[config.mk]
export PLATFORM = sky130hd
export DESIGN_NAME = prog_counter
export DESIGN_NICKNAME = d
export VERILOG_FILES = /design/src/rtl/prog_counter_pkg.sv /design/src/rtl/prog_counter_tick_gen.sv /design/src/rtl/prog_counter.sv
export SDC_FILE = /design/constraint.sdc
export NUM_CORES = 1
export LEC_CHECK = 0
export BUFFER_PORTS_ARGS = -buffer_cell sky130_fd_sc_hd__buf_2
export CELL_PAD_IN_SITES_DETAIL_PLACEMENT = 1
export CELL_PAD_IN_SITES_GLOBAL_PLACEMENT = 1
export CORE_MARGIN = 2
export CORE_UTILIZATION = 45
export CTS_BUF_LIST = sky130_fd_sc_hd__clkbuf_4 sky130_fd_sc_hd__clkbuf_8
export DETAILED_ROUTE_END_ITERATION = 16
export GPL_ROUTABILITY_DRIVEN = 0
export PLACE_DENSITY = 0.94
export SYNTH_ARGS = -nofsm -noshare
export SYNTH_HDL_FRONTEND = slang
export SYNTH_HIERARCHICAL = 1
export SYNTH_SLANG_ARGS = --single-unit
export TNS_END_PERCENT = 50
[constraint.sdc]
create_clock -name i_clk -period 5.3 [get_ports i_clk]
set_clock_uncertainty 0.15 [all_clocks]
set_input_delay 1.06 -clock i_clk [delete_from_list [all_inputs] [get_ports i_clk]]
set_output_delay 1.06 -clock i_clk [all_outputs]
set_load 0.01 [all_outputs]
[src/rtl/prog_counter_pkg.sv]
// rtl/prog_counter_pkg.sv - shared mode codes and one-shot FSM encoding
package prog_counter_pkg;

    localparam logic [1:0] MODE_WRAP    = 2'b00;
    localparam logic [1:0] MODE_SAT     = 2'b01;
    localparam logic [1:0] MODE_ONESHOT = 2'b10;

    typedef enum logic [1:0] {
        ST_IDLE = 2'd0,
        ST_RUN  = 2'd1,
        ST_DONE = 2'd2
    } state_t;

endpackage

[src/rtl/prog_counter_tick_gen.sv]
// rtl/prog_counter_tick_gen.sv - prescaler producing one tick every i_prescale+1 enabled cycles
module tick_gen
    import prog_counter_pkg::*;
#(
    parameter int PRESCALE_W = 8
) (
    input  logic                  i_clk,
    input  logic                  i_reset,
    input  logic                  i_en,
    input  logic                  i_sync_clr,
    input  logic [PRESCALE_W-1:0] i_prescale,
    output logic                  o_tick
);

    logic [PRESCALE_W-1:0] r_presc;
    logic                  w_match;

    assign w_match = (r_presc == i_prescale);
    assign o_tick  = i_en && w_match;

    // Prescale counter: restarts on clear/load or after a tick, frozen while disabled.
    always_ff @(posedge i_clk or posedge i_reset) begin
        if (i_reset) begin
            r_presc <= '0;
        end else if (i_sync_clr) begin
            r_presc <= '0;
        end else if (i_en) begin
            if (w_match) begin
                r_presc <= '0;
            end else begin
                r_presc <= r_presc + 1'b1;
            end
        end
    end

endmodule

[src/rtl/prog_counter.sv]
// rtl/prog_counter.sv - programmable up/down counter with wrap, saturate and one-shot modes
module prog_counter
    import prog_counter_pkg::*;
#(
    parameter int WIDTH      = 32,
    parameter int PRESCALE_W = 8
) (
    input  logic                  i_clk,
    input  logic                  i_reset,
    input  logic                  i_en,
    input  logic                  i_clr,
    input  logic                  i_load,
    input  logic [WIDTH-1:0]      i_load_val,
    input  logic                  i_dir,
    input  logic [1:0]            i_mode,
    input  logic [WIDTH-1:0]      i_limit,
    input  logic [PRESCALE_W-1:0] i_prescale,
    output logic [WIDTH-1:0]      o_out,
    output logic                  o_tc,
    output logic                  o_busy,
    output logic                  o_done
);

    state_t           r_state;
    state_t           w_state_next;
    logic [WIDTH-1:0] r_out;
    logic             r_tc;
    // Set once a counting tick found the counter already at terminal; used so
    // saturate mode only reports the first arrival at the terminal value.
    logic             r_parked;
    logic             w_tick;
    logic             w_terminal;
    logic             w_oneshot;
    logic             w_count;

    tick_gen #(
        .PRESCALE_W (PRESCALE_W)
    ) u_tick_gen (
        .i_clk      (i_clk),
        .i_reset    (i_reset),
        .i_en       (i_en),
        .i_sync_clr (i_clr | i_load),
        .i_prescale (i_prescale),
        .o_tick     (w_tick)
    );

    assign w_terminal = i_dir ? (r_out == '0) : (r_out >= i_limit);
    assign w_oneshot  = (i_mode == MODE_ONESHOT);
    assign w_count    = w_tick && (!w_oneshot || (r_state == ST_RUN));

    // One-shot FSM state register.
    always_ff @(posedge i_clk or posedge i_reset) begin
        if (i_reset) begin
            r_state <= ST_IDLE;
        end else begin
            r_state <= w_state_next;
        end
    end

    // One-shot next state; any non-one-shot mode parks the FSM in IDLE.
    always_comb begin
        w_state_next = r_state;
        if (i_clr || !w_oneshot) begin
            w_state_next = ST_IDLE;
        end else if (i_load) begin
            w_state_next = ST_RUN;
        end else begin
            case (r_state)
                ST_RUN:  if (w_tick && w_terminal) w_state_next = ST_DONE;
                ST_IDLE: w_state_next = ST_IDLE;
                ST_DONE: w_state_next = ST_DONE;
                default: w_state_next = ST_IDLE;
            endcase
        end
    end

    // Count register and terminal-count pulse; clear beats load beats tick.
    always_ff @(posedge i_clk or posedge i_reset) begin
        if (i_reset) begin
            r_out    <= '0;
            r_tc     <= 1'b0;
            r_parked <= 1'b0;
        end else begin
            r_tc <= 1'b0;
            if (i_clr) begin
                r_out    <= '0;
                r_parked <= 1'b0;
            end else if (i_load) begin
                r_out    <= i_load_val;
                r_parked <= 1'b0;
            end else if (w_count) begin
                if (!w_terminal) begin
                    r_out    <= i_dir ? (r_out - 1'b1) : (r_out + 1'b1);
                    r_parked <= 1'b0;
                end else begin
                    r_parked <= 1'b1;
                    case (i_mode)
                        MODE_SAT:     r_tc <= !r_parked;
                        MODE_ONESHOT: r_tc <= 1'b1;
                        default: begin
                            r_out <= i_dir ? i_limit : '0;
                            r_tc  <= 1'b1;
                        end
                    endcase
                end
            end
        end
    end

    assign o_out  = r_out;
    assign o_tc   = r_tc;
    assign o_busy = (r_state == ST_RUN);
    assign o_done = (r_state == ST_DONE);

endmodule
==> results of run 1 <==
[metal layers]
layer | track usage, % | routed length [µm] | vias up
met5 | 0 | 0 | -
met4 | 14.17 | 811 | 0
met3 | 3.827 | 1038 | 64
met2 | 53.91 | 9374 | 212
met1 | 37.38 | 7801 | 2773
li1 | - | - | 2589
[worst paths after layout]
kind / startpoint / end / slack [ns] / depth (start not counted)
max in group asynchronous: i_reset / o_out[17] / 3.90 / 3
hold / removal: r_parked / o_tc / 0.34 / 1
setup reg to reg: o_out[0] / o_out[23] / 1.42 / 12
hold reg to reg: r_parked / o_tc / 0.34 / 1
setup / recovery: i_dir / o_out[31] / 0.85 / 11
min in group asynchronous: i_reset / u_tick_gen/r_presc[1] / 0.55 / 2
[registers in the layout, indices dropped and copies added, names as in the netlist]
register / cells
u_tick_gen/r_presc: 8
r_parked: 1
r_state: 2
o_out: 32
o_tc: 1
[through the flow]
| step | setup WS, ns | cells | util [%] | cell area (µm²) | hold WS, ns |
|---|---|---|---|---|---|
| 3_5_place_dp | 0.6965 | 889 | 51.78 | 5837 | 0.3302 |
| 6_report | 0.8539 | 897 | 52.81 | 5953 | 0.3416 |
| 5_1_grt | 0.6608 | 897 | 52.81 | 5953 | 0.3779 |
| 4_1_cts | 0.9665 | 897 | 52.81 | 5953 | 0.3442 |
| 2_1_floorplan | 1.758 | 652 | - | 5137 | 0.2929 |
| 3_3_place_gp | 0.8872 | 889 | 51.78 | 5837 | 0.3171 |
[cells by family (layout without fill, tap and decap cells)]
| kind of cell | Yosys count | count (layout) | share of synthesized area [%] |
|---|---|---|---|
| compound gates | 209 | 209 | 27.50 |
| xor+xnor | 40 | 40 | 6.819 |
| fa+ha+maj | 68 | 68 | 16.71 |
| buf+inv | 77 | 179 | 5.821 |
| flops | 44 | 44 | 21.43 |
| mux | 11 | 11 | 2.241 |
| simple gates | 203 | 203 | 19.48 |
[where the power goes]
group          total [W]  leakage (nW)  internal (W)  switching, W
Combinational   0.000741          2.37      0.000302      0.000439
Clock           0.000283        0.0583      0.000142      0.000141
Sequential      0.000424         0.585      0.000366     0.0000579
Total            0.00145          3.02      0.000811      0.000638
[layout by cell type (no fill, tap or decap), types with 27 or more instances in the layout]
| master | netlist | routed |
|---|---|---|
| nand2_1 | 67 | 67 |
| buf_2 | 5 | 114 |
| ha_1 | 67 | 67 |
| xnor2_1 | 27 | 27 |
| dfrtp_1 | 44 | 44 |
| nor3_1 | 28 | 28 |
| a21oi_1 | 52 | 52 |
| o21ai_0 | 54 | 54 |
| inv_1 | 50 | 50 |
| nor2_1 | 37 | 37 |
[worst register-to-register path: cells and delay by family, from the launching register on]
kind / cells / cell delay, ns
DFF: 1 / 0.56
adders and majority gates: 1 / 0.28
AOI/OAI and AO/OA: 6 / 1.71
buffers and inverters: 2 / 0.46
and+or+nand+nor: 3 / 0.65
[cell type report]
cell class,instances,share of cell area [%]
Tap cell,143,3.005
Clock buffer,5,1.156
Timing Repair Buffer,121,10.47
Inverter,50,3.153
Clock inverter,3,0.7987
Multi-Input combinational cell,531,62.93
Sequential cell,44,18.50
==> metrics.md, run 1 <==
| Metric | Value |
|---|---|
| Initial core utilization | `45.58%` |
| N_diodes | `0` |
| Tot Pwr | `about 0.0014 W` |
| Final net count | `between 900 and 1k` |
| Starting DRC count in detailed routing | `373` |
| Ys flop type | `dfrtp_1` |
| Detailed Place HPWL | `between 10 and 15 mm` |
| Crit Path Class | `input pin to flop` |
| CTS tree | `done` |
| CP Max Fanout | `40` |
| Status | `completed` |
| Final min period | `approximately 4.4 ns` |
| Routed Wire Length | `19.03 mm` |
| Clock sink count | `44` |
| Sequential area share after synthesis | `21.43%` |
| RSZ-0062 raised after global routing | `false` |
| Worst Path Required | `5.37 ns` |
| Most frequent cells after synthesis | `ha_1, nand2_1, o21ai_0` |
| Largest net degree at the start of global routing | `62` |
| Filler cells | `1,441` |
| Avg Vias per Cell | `~6.3` |
| Leak | `approximately 3 nW` |
| Clock latency on the worst-skew pair | `0.32 ns` |
| CP most frequent cell | `o211ai_1` |
| Crit. End Element | `flop` |
| CTS Buffer Depth | `2` |
| Cell variety after synth | `64` |
| Max Freq | `224.9 MHz` |
| Htree depth | `2` |
| Final period util | `a little over four fifths` |
| IO Count | `between 100 and 150` |
| Final Max Slew Viols | `0` |
| Crit path DAT | `approximately 4.5 ns` |
| Area growth syn-to-layout | `15.88%` |
| Final setup viols | `0` |
| Worst-Margin Slew | `0.9212 ns` |
| Layout cells sized above 1 | `19.23%` |
| CP cell instances | `buf_2 -> ha_1 -> o211ai_1 -> o211ai_1 -> and4bb_4 -> o31ai_4 -> o21ai_1 -> a311oi_2 -> xnor2_1 -> mux2i_1 -> a2111oi_2` |
| Post-synth EDFFs | `0` |
| First-pass GRT wire length | `30.98 mm` |
| Num CTS Buffers | `5` |
| Slowest library cell on the worst path | `buf_2` |
| Startpoint types | `input pin` |
| Post-CTS Hold Buffers | `0` |
| Post-Syn Instances | `between 600 and 700` |
| Setup Buffers After CTS | `0` |
| Power density over the cells | `roughly 240 nW/µm²` |
| Min-Delay Path Class | `flop to flop` |
| I/O Buffers | `about 110` |
| Synth top area cells | `dfrtp_1, ha_1, o21ai_0, a21oi_1, nand2_1` |
| Core area | `11,270 µm²` |
| Die ar. | `12,290 µm²` |
| Post_cts resized | `0` |
| Top delay family on crit path | `compound AO/OA/AOI/OAI gates` |
| Clk slew on worst S/H paths | `0.10 ns` |
| Hold Fails Final Rpt | `0` |
| Reg area | `1101 µm²` |
| CP bufs+invs | `1` |
| Die width | `110.9 µm` |
| Post-route setup TNS | `0 ns` |
| YS warnings | `6` |
| Congestion Overflow GR | `0` |
| Yosys top cell by area | `dfrtp_1` |
| CP max stage delay | `0.67 ns` |
| Syn Nets | `800` |
| Vias in the first global route | `6,128` |
| Via count | `5,638` |
| Multi-input gate area | `3746 µm²` |
| WL/cell | `21.21 µm` |
| Synth top area share | `21.43%` |
| Antenna-violating nets left | `0` |
| Synthesized area per cell | `7.879 µm²` |
| Initial antenna violation count | `0` |
| Netlist Area Pre-Place | `5137 µm²` |
| DRC Markers | `0` |
| Synth Register Bits | `44` |
| Row cnt | `39` |
| Router iterations before antenna repair | `5` |
| Number of max-cap violations | `0` |
| Gr usage total | `30.68%` |
| Root Buffer | `clkbuf_8` |
| Synth async-reset ratio | `100.0%` |
| Max-slew headroom | `38.36%` |
| Die Height | `110.9 µm` |
| Peak VDD IR | `0.0001077 V` |
Note: power is estimated with default switching activity, not from simulation.
==> run 2: changes to the inputs <==
--- a/config.mk
+++ b/config.mk
@@ -5,15 +5,16 @@
 export SDC_FILE = /design/constraint.sdc
 export NUM_CORES = 1
 export LEC_CHECK = 0
+export ABC_AREA = 1
 export BUFFER_PORTS_ARGS = -buffer_cell sky130_fd_sc_hd__buf_2
 export CELL_PAD_IN_SITES_DETAIL_PLACEMENT = 1
 export CELL_PAD_IN_SITES_GLOBAL_PLACEMENT = 1
 export CORE_MARGIN = 2
-export CORE_UTILIZATION = 45
+export CORE_UTILIZATION = 40
 export CTS_BUF_LIST = sky130_fd_sc_hd__clkbuf_4 sky130_fd_sc_hd__clkbuf_8
 export DETAILED_ROUTE_END_ITERATION = 16
 export GPL_ROUTABILITY_DRIVEN = 0
-export PLACE_DENSITY = 0.94
+export PLACE_DENSITY = 0.89
 export SYNTH_ARGS = -nofsm -noshare
 export SYNTH_HDL_FRONTEND = slang
 export SYNTH_HIERARCHICAL = 1
==> constraint.sdc (replaced) <==
create_clock -name i_clk -period 4.59 [get_ports i_clk]
set_clock_uncertainty 0.15 [all_clocks]
set_input_delay 0.918 -clock i_clk [delete_from_list [all_inputs] [get_ports i_clk]]
set_output_delay 0.918 -clock i_clk [all_outputs]
set_load 0.01 [all_outputs]
==> run 2 against run 1 <==
Non-clock buffer count is 1 higher. Sequential power is 23% higher. Register-to-register slack worse by 0.21 ns. Highest routed layer unchanged. Sequential share of layout area is 2.8 points lower. Critical endpoint is now o_out[28].
==> metrics.md, run 2 <==
| Metric | Value |
|---|---|
| Cells on worst reg2reg path | `13 (+1)` |
| Endpoint, Worst Hold | `o_tc` |
| I/O Buffers | `114 (unchanged)` |
| Synth Area in Adders | `13.88% (-2.8 points)` |
| CP most frequent cell | `nand2_1` |
| Row cnt | `45 (+15%)` |
| Post_cts resized | `0 (unchanged)` |
| Sw Pwr | `0.0009332 W (+46%)` |
| Max reg flops | `32 (unchanged)` |
| YS warnings | `6 (unchanged)` |
| Post-synthesis mux area share | `0% (-2.2 points)` |
| Final period util | `78.26%` |
| Clock sink count | `44 (unchanged)` |
| Clk slew on worst S/H paths | `0.11 ns (about the same)` |
| First-pass GRT wire length | `37.85 mm (+22%)` |
| Max-slew headroom | `23.83% (-15 points)` |
| Ys flop type | `dfrtp_1` |
| CTS Buffer Depth | `2 (unchanged)` |
| Yosys top cell by area | `nand2_1` |
| Avg Vias per Cell | `5.498 (-13%)` |
| Synth top area share | `23.67% (+2.2 points)` |
| Crit Path Class | `input pin to flop` |
| Die width | `128.3 µm (+16%)` |
| Htree depth | `2 (unchanged)` |
| Setup WS pre-CTS | `0.8688 ns (+0.1723 ns)` |
| Flop pwr share | `27.6% (-1.7 points)` |
| Via count | `7,422 (+32%)` |
| Reg area | `1101 µm² (unchanged)` |
| Worst Path Required | `4.65 ns (-0.72 ns)` |
| RR Startpoint | `o_out[13]` |
| Final net count | `1,309 (+45%)` |
| Synth top area cells | `nand2_1, dfrtp_1, ha_1, inv_1, nor2_1` |
| Sequential area share after synthesis | `17.81% (-3.6 points)` |
| Setup Buffers After CTS | `0 (unchanged)` |
| Fin Hold WS | `0.2805 ns (-0.06102 ns)` |
| Netlist Area Pre-Place | `6183 µm² (+20%)` |
| Starting DRC count in detailed routing | `380 (+1.9%)` |
| Combinational power share | `54.3% (+3.2 points)` |
| CP Max Fanout | `26 (-35%)` |
| Hold Fails Final Rpt | `0 (unchanged)` |
| IO Count | `115 (unchanged)` |
| Post-Syn Instances | `1,061 (+63%)` |
| Cells on Worst Hold Path | `1 (unchanged)` |
| Core area | `15,150 µm² (+34%)` |
| Antenna-violating nets left | `0 (unchanged)` |
| Startpoint types | `input pin` |
| CP Launch Point | `i_limit[15]` |
| Synth async-reset ratio | `100.0% (unchanged)` |
| CTS tree | `done` |
| Peak VDD IR | `0.0001285 V (+19%)` |
| Cell variety after synth | `35 (-45%)` |
| Final min period | `3.592 ns` |
| Congestion Overflow GR | `0 (unchanged)` |
| Routed Wire Length | `23.73 mm (+25%)` |
| Main combinational cell family by area after synthesis | `simple AND/OR/NAND/NOR gates` |
| Hold Startpoint | `r_parked` |
| RR Endpoint | `o_out[28]` |
| Area growth syn-to-layout | `13.80%` |
| Top delay family on crit path | `simple AND/OR/NAND/NOR gates` |
| Most frequent cells in the layout | `nand2_1, inv_1, buf_2` |
| Largest net degree at the start of global routing | `65 (+4.8%)` |
| Sw Ratio | `49.42% (+5.4 points)` |
| GRT busiest layer | `met2` |
| Most common cell in the synthesized netlist | `nand2_1` |
| Int Power | `0.0009551 W (+18%)` |
| Initial antenna violation count | `0 (unchanged)` |
| Synthesized area per cell | `5.828 µm² (-26%)` |
| Power density over the cells | `268.3 nW/µm² (+10%)` |
| Worst-Margin Slew | `1.141 ns (+0.2201 ns)` |
| Syn Nets | `1,209 (+51%)` |
| Gr usage total | `28.87% (-1.8 points)` |
| CP cell instances | `buf_2 -> inv_1 -> ha_1 -> nand4_1 -> nor3_1 -> nand2_1 -> nand2_1 -> nand2_1 -> nand2_2 -> nand4_4 -> nand2_2 -> buf_12 -> nor2_1 -> nand2_1 -> nand2_1` |
| Die ar. | `16,470 µm² (+34%)` |
| Clock latency on the worst-skew pair | `0.34 ns (+0.02 ns)` |
| Met3 usage | `3.285% (-0.54 points)` |
| Number of max-cap violations | `0 (unchanged)` |
| Most frequent cells after synthesis | `nand2_1, inv_1, nor2_1` |
| Final setup viols | `0 (unchanged)` |
| Max Freq | `278.4 MHz` |
| Post-route setup TNS | `0 ns (unchanged)` |
| N_diodes | `0 (unchanged)` |
| Compound-Gate Fraction of Synth Area | `12.20% (-15 points)` |
| Layout cells sized above 1 | `13.43% (-5.8 points)` |
| Min-Delay Path Class | `flop to flop` |
| Setup ws final | `0.9981 ns (+0.1442 ns)` |
| Status | `completed` |
| CP bufs+invs | `3 (+2)` |
| Xor/xnor share of the synthesized area | `2.691% (-4.1 points)` |
| Synth Register Bits | `44 (unchanged)` |
| Clock power share | `18.1% (-1.5 points)` |
| Die Height | `128.3 µm (+16%)` |
| Crit. End Element | `flop` |
| CP max stage delay | `0.47 ns (-0.20 ns)` |
| Post-synth EDFFs | `0 (unchanged)` |
| RSZ-0062 raised after global routing | `false` |
| GR Util met1 | `34.64% (-2.7 points)` |
| Post-synthesis simple-gate area fraction | `42.11% (+23 points)` |
| Reg2reg setup slack | `1.21 ns (-0.21 ns)` |
| Detailed Place HPWL | `18.87 mm (+34%)` |
| DRC Markers | `0 (unchanged)` |
| Router iterations before antenna repair | `4 (-1)` |
| Root Buffer | `clkbuf_8` |
| Final Max Slew Viols | `0 (unchanged)` |
| Initial core utilization | `40.83% (-4.8 points)` |
| WL/cell | `17.57 µm (-17%)` |
| Slowest library cell on the worst path | `nand2_2` |
| Vias in the first global route | `7,610 (+24%)` |
| Post-CTS Hold Buffers | `0 (unchanged)` |
| Crit path DAT | `3.65 ns (-0.86 ns)` |
| M2 GR Usage | `51.38% (-2.5 points)` |
| Leak | `4.155 nW (+38%)` |
| Filler cells | `2,183 (+51%)` |
| Most common cell after layout, fill and taps aside | `nand2_1` |
| Num CTS Buffers | `5 (unchanged)` |
| Multi-input gate area | `4390 µm² (+17%)` |
[run 2: how the worst max path moves through the flow]
stage	cells past startpoint	end	slack [ns]
after floorplan	12	o_out[12]	1.89
after global routing	17	o_out[28]	0.83
after CTS	15	o_out[28]	1.12
after detailed placement	17	o_out[28]	0.87
after global placement	16	o_out[19]	0.98
final	15	o_out[28]	1.0
[run 2: routing by layer]
layer | vias to the layer above | part of all wire, %
li1 | 3590 | -
met1 | 3511 | 42
met2 | 251 | 48
met3 | 70 | 4.6
met4 | 0 | 4.8
met5 | - | 0
[run 2: stage by stage]
step	power, W	utilization [%]	instance area [µm²]	instances
floorplan	0.001181	-	6183	1061
global placement	0.001490	45.70	6922	1342
detailed placement	0.001531	45.70	6922	1342
CTS	0.001882	46.46	7037	1350
global route	0.002038	46.46	7037	1350
finish	0.001888	46.46	7037	1350
[run 2: area by class of cell]
class / count / area share [%]
multi-input cells: 841 / 62.39
flip-flops and latches: 44 / 15.65
repair buffers: 122 / 9.139
inverters: 147 / 7.841
well taps: 188 / 3.343
clock buffers: 5 / 0.9780
clock inverters: 3 / 0.6579
[run 2: cell families (layout without fill, tap and decap cells)]
group | after synthesis | in the layout
AND/OR/NAND/NOR | 623 | 623
buffers and inverters | 176 | 277
AO/OA/AOI/OAI | 131 | 131
adder cells (fa/ha/maj) | 68 | 68
flip-flops | 44 | 44
XOR/XNOR | 19 | 19
[run 2: worst register-to-register path: cells and delay by family, from the launching register on]
| kind | cells | cell delay, ns |
|---|---|---|
| adder cells (fa/ha/maj) | 1 | 0.35 |
| buffers and inverters | 1 | 0.24 |
| flip-flops | 1 | 0.50 |
| AND/OR/NAND/NOR | 11 | 2.03 |
[run 2: power by group through the flow]
stage / Clock, W / Sequential (W) / Combinational, W
detailed placement: 0 / 0.000525 / 0.00101
finish: 0.000342 / 0.000521 / 0.00102
global route: 0.000357 / 0.000523 / 0.00116
floorplan: 0 / 0.000505 / 0.000676
global placement: 0 / 0.000526 / 0.000964
CTS: 0.000345 / 0.000518 / 0.00102
==> run 3: changes to the inputs <==
==> constraint.sdc (replaced) <==
create_clock -name i_clk -period 3.4 [get_ports i_clk]
set_clock_uncertainty 0.15 [all_clocks]
set_input_delay 0.68 -clock i_clk [delete_from_list [all_inputs] [get_ports i_clk]]
set_output_delay 0.68 -clock i_clk [all_outputs]
set_load 0.01 [all_outputs]
==> run 3 against run 2 <==
Sequential share of layout area decreased by 0.19 points. Die area unchanged. Register-to-register slack got worse by 0.67 ns. Critical path depth increased by 3. Worst hold slack got worse by 0.15 ns. Count of clock-buffer cells in the layout unchanged. Via count decreased by 0.40%. Clock power increased by 37%. Worst setup slack got worse by 0.46 ns. Combinational power increased by 37%. Utilization increased by 0.56 points. Critical path type is now flop to flop. Largest power group unchanged.
==> metrics.md, run 3 (same netlist as run 2, synthesis figures left out) <==
| Metric | Value |
|---|---|
| Final period util | `84.13%` |
| Htree depth | `2 (unchanged)` |
| Cells on worst reg2reg path | `18 (+5)` |
| Crit Path Class | `flop to flop` |
| Layout cells sized above 1 | `14.02% (+0.59 points)` |
| Detailed Place HPWL | `19.25 mm (+2.0%)` |
| Num CTS Buffers | `5 (unchanged)` |
| Crit path DAT | `2.96 ns (-0.69 ns)` |
| CP Max Fanout | `17 (-35%)` |
| CP bufs+invs | `3 (unchanged)` |
| CP max stage delay | `0.59 ns (+0.12 ns)` |
| Combinational power share | `54.3% (about the same)` |
| IO Count | `115 (unchanged)` |
| RR Endpoint | `o_out[3]` |
| CTS tree | `done` |
| Root Buffer | `clkbuf_8` |
| Reg2reg setup slack | `0.54 ns (-0.67 ns)` |
| Post-route setup TNS | `0 ns (unchanged)` |
| Gr usage total | `29.17% (+0.30 points)` |
| Routed Wire Length | `23.72 mm (about the same)` |
| Die Height | `128.3 µm (unchanged)` |
| CTS Buffer Depth | `2 (unchanged)` |
| Sw Ratio | `49.31% (-0.11 points)` |
| Flop pwr share | `27.5% (about the same)` |
| CP most frequent cell | `nand2_1` |
| Die ar. | `16,470 µm² (unchanged)` |
| Top delay family on crit path | `simple AND/OR/NAND/NOR gates` |
| Max reg flops | `32 (unchanged)` |
| Post_cts resized | `0 (unchanged)` |
| RSZ-0062 raised after global routing | `false` |
| Final net count | `1,317 (+0.61%)` |
| Congestion Overflow GR | `0 (unchanged)` |
| Setup Buffers After CTS | `0 (unchanged)` |
| Largest net degree at the start of global routing | `46 (-29%)` |
| Initial antenna violation count | `0 (unchanged)` |
| Most common cell after layout, fill and taps aside | `nand2_1` |
| Crit. End Element | `flop` |
| I/O Buffers | `114 (unchanged)` |
| Clk slew on worst S/H paths | `0.11 ns (about the same)` |
| Worst-Margin Slew | `0.7735 ns (-0.3678 ns)` |
| Area growth syn-to-layout | `15.18%` |
| Clock latency on the worst-skew pair | `0.35 ns (about the same)` |
| Sw Pwr | `0.001269 W (+36%)` |
| RR Startpoint | `o_out[0]` |
| Status | `completed` |
| Final Max Slew Viols | `0 (unchanged)` |
| Die width | `128.3 µm (unchanged)` |
| Post-CTS Hold Buffers | `0 (unchanged)` |
| Final setup viols | `0 (unchanged)` |
| Final min period | `between 2 and 3 ns` |
| N_diodes | `0 (unchanged)` |
| Max-slew headroom | `48.35% (+25 points)` |
| Peak VDD IR | `0.0001608 V (+25%)` |
| Starting DRC count in detailed routing | `410 (+7.9%)` |
| Slowest library cell on the worst path | `dfrtp_1` |
| Clock sink count | `44 (unchanged)` |
| Most frequent cells in the layout | `nand2_1, inv_1, buf_2` |
| Worst Path Required | `3.50 ns (-1.15 ns)` |
| Clock power share | `18.2% (about the same)` |
| Antenna-violating nets left | `0 (unchanged)` |
| Int Power | `0.001304 W (+37%)` |
| Core area | `15,150 µm² (unchanged)` |
| Startpoint types | `flop` |
| Final core occ | `47.02% (+0.56 points)` |
| Row cnt | `45 (unchanged)` |
| Power density over the cells | `361.2 nW/µm² (+35%)` |
| Max Freq | `349.6 MHz` |
| First-pass GRT wire length | `37.76 mm (-0.24%)` |
| Router iterations before antenna repair | `5 (+1)` |
| Avg Vias per Cell | `5.443 (-0.99%)` |
| WL/cell | `17.46 µm (-0.64%)` |
| DRC Markers | `0 (unchanged)` |
| Leak | `4.202 nW (+1.1%)` |
| Min-Delay Path Class | `input pin to asynchronous set/reset pin` |
| Initial core utilization | `40.83% (unchanged)` |
| Vias in the first global route | `7,475 (-1.8%)` |
| Filler cells | `2,201 (+0.82%)` |
| Hold Fails Final Rpt | `0 (unchanged)` |
| Number of max-cap violations | `0 (unchanged)` |
| Via count | `7,392 (-0.40%)` |
| CP cell instances | `inv_1 -> ha_1 -> inv_1 -> nand2_1 -> nand2_1 -> nand3_1 -> nand2_1 -> nand2_1 -> nand2_1 -> nand2_1 -> nand2_1 -> nand2_2 -> nand2_2 -> buf_4 -> nand2_1 -> nand3_1 -> nand2_1 -> nand2_1` |
[run 3: cell count changes in the layout (fill, tap and decap cells not counted)]
cell | before | now
buf_12 | 1 | 3
buf_4 | 7 | 13
[run 3: area by class of cell]
type                            instances  area [µm²]  share of cell area [%]
Inverter                              147       551.8                   7.748
Multi-Input combinational cell        841        4390                   61.65
Clock inverter                          3       46.29                  0.6500
Clock buffer                            5       68.82                  0.9663
Tap cell                              188       235.2                   3.303
Sequential cell                        44        1101                   15.46
Timing Repair Buffer                  130       728.2                   10.22
[run 3: power by group through the flow]
stage,clock [W],combinational [W],sequential [W]
finish,0.000469,0.00140,0.000707
detailed placement,0,0.00137,0.000713
global route,0.000489,0.00157,0.000710
global placement,0,0.00132,0.000711
CTS,0.000473,0.00139,0.000703
floorplan,0,0.000912,0.000682
[run 3: worst max path at each step]
stage | slack [ns] | depth (start not counted) | to | start
final | 0.54 | 18 | o_out[3] | o_out[0]
after global routing | 0.34 | 18 | o_out[8] | o_out[0]
after CTS | 0.56 | 18 | o_out[3] | o_out[0]
after detailed placement | 0.27 | 13 | o_out[17] | i_dir
after global placement | 0.29 | 13 | o_out[17] | i_dir
after floorplan | 0.94 | 12 | o_out[12] | i_dir
[run 3: through the flow]
stage | cell area, µm² | std cells | setup slack, ns | hold WS, ns | power (W)
final | 7122 | 1358 | 0.5397 | 0.1276 | 0.002573
after global routing | 7122 | 1358 | 0.3377 | 0.1425 | 0.002772
after CTS | 7122 | 1358 | 0.5578 | 0.1272 | 0.002566
after detailed placement | 7007 | 1350 | 0.2672 | 0.3075 | 0.002087
after global placement | 7007 | 1350 | 0.2904 | 0.2916 | 0.002028
after floorplan | 6183 | 1061 | 0.9408 | 0.2685 | 0.001594
[run 3: routing by layer]
layer  up-vias  wire length, µm  track usage, %
met1      3501            10220           35.84
met3        56             1038           3.701
li1       3601                -               -
met2       234            11550           51.38
met5         -                0               0
met4         0              900           12.48
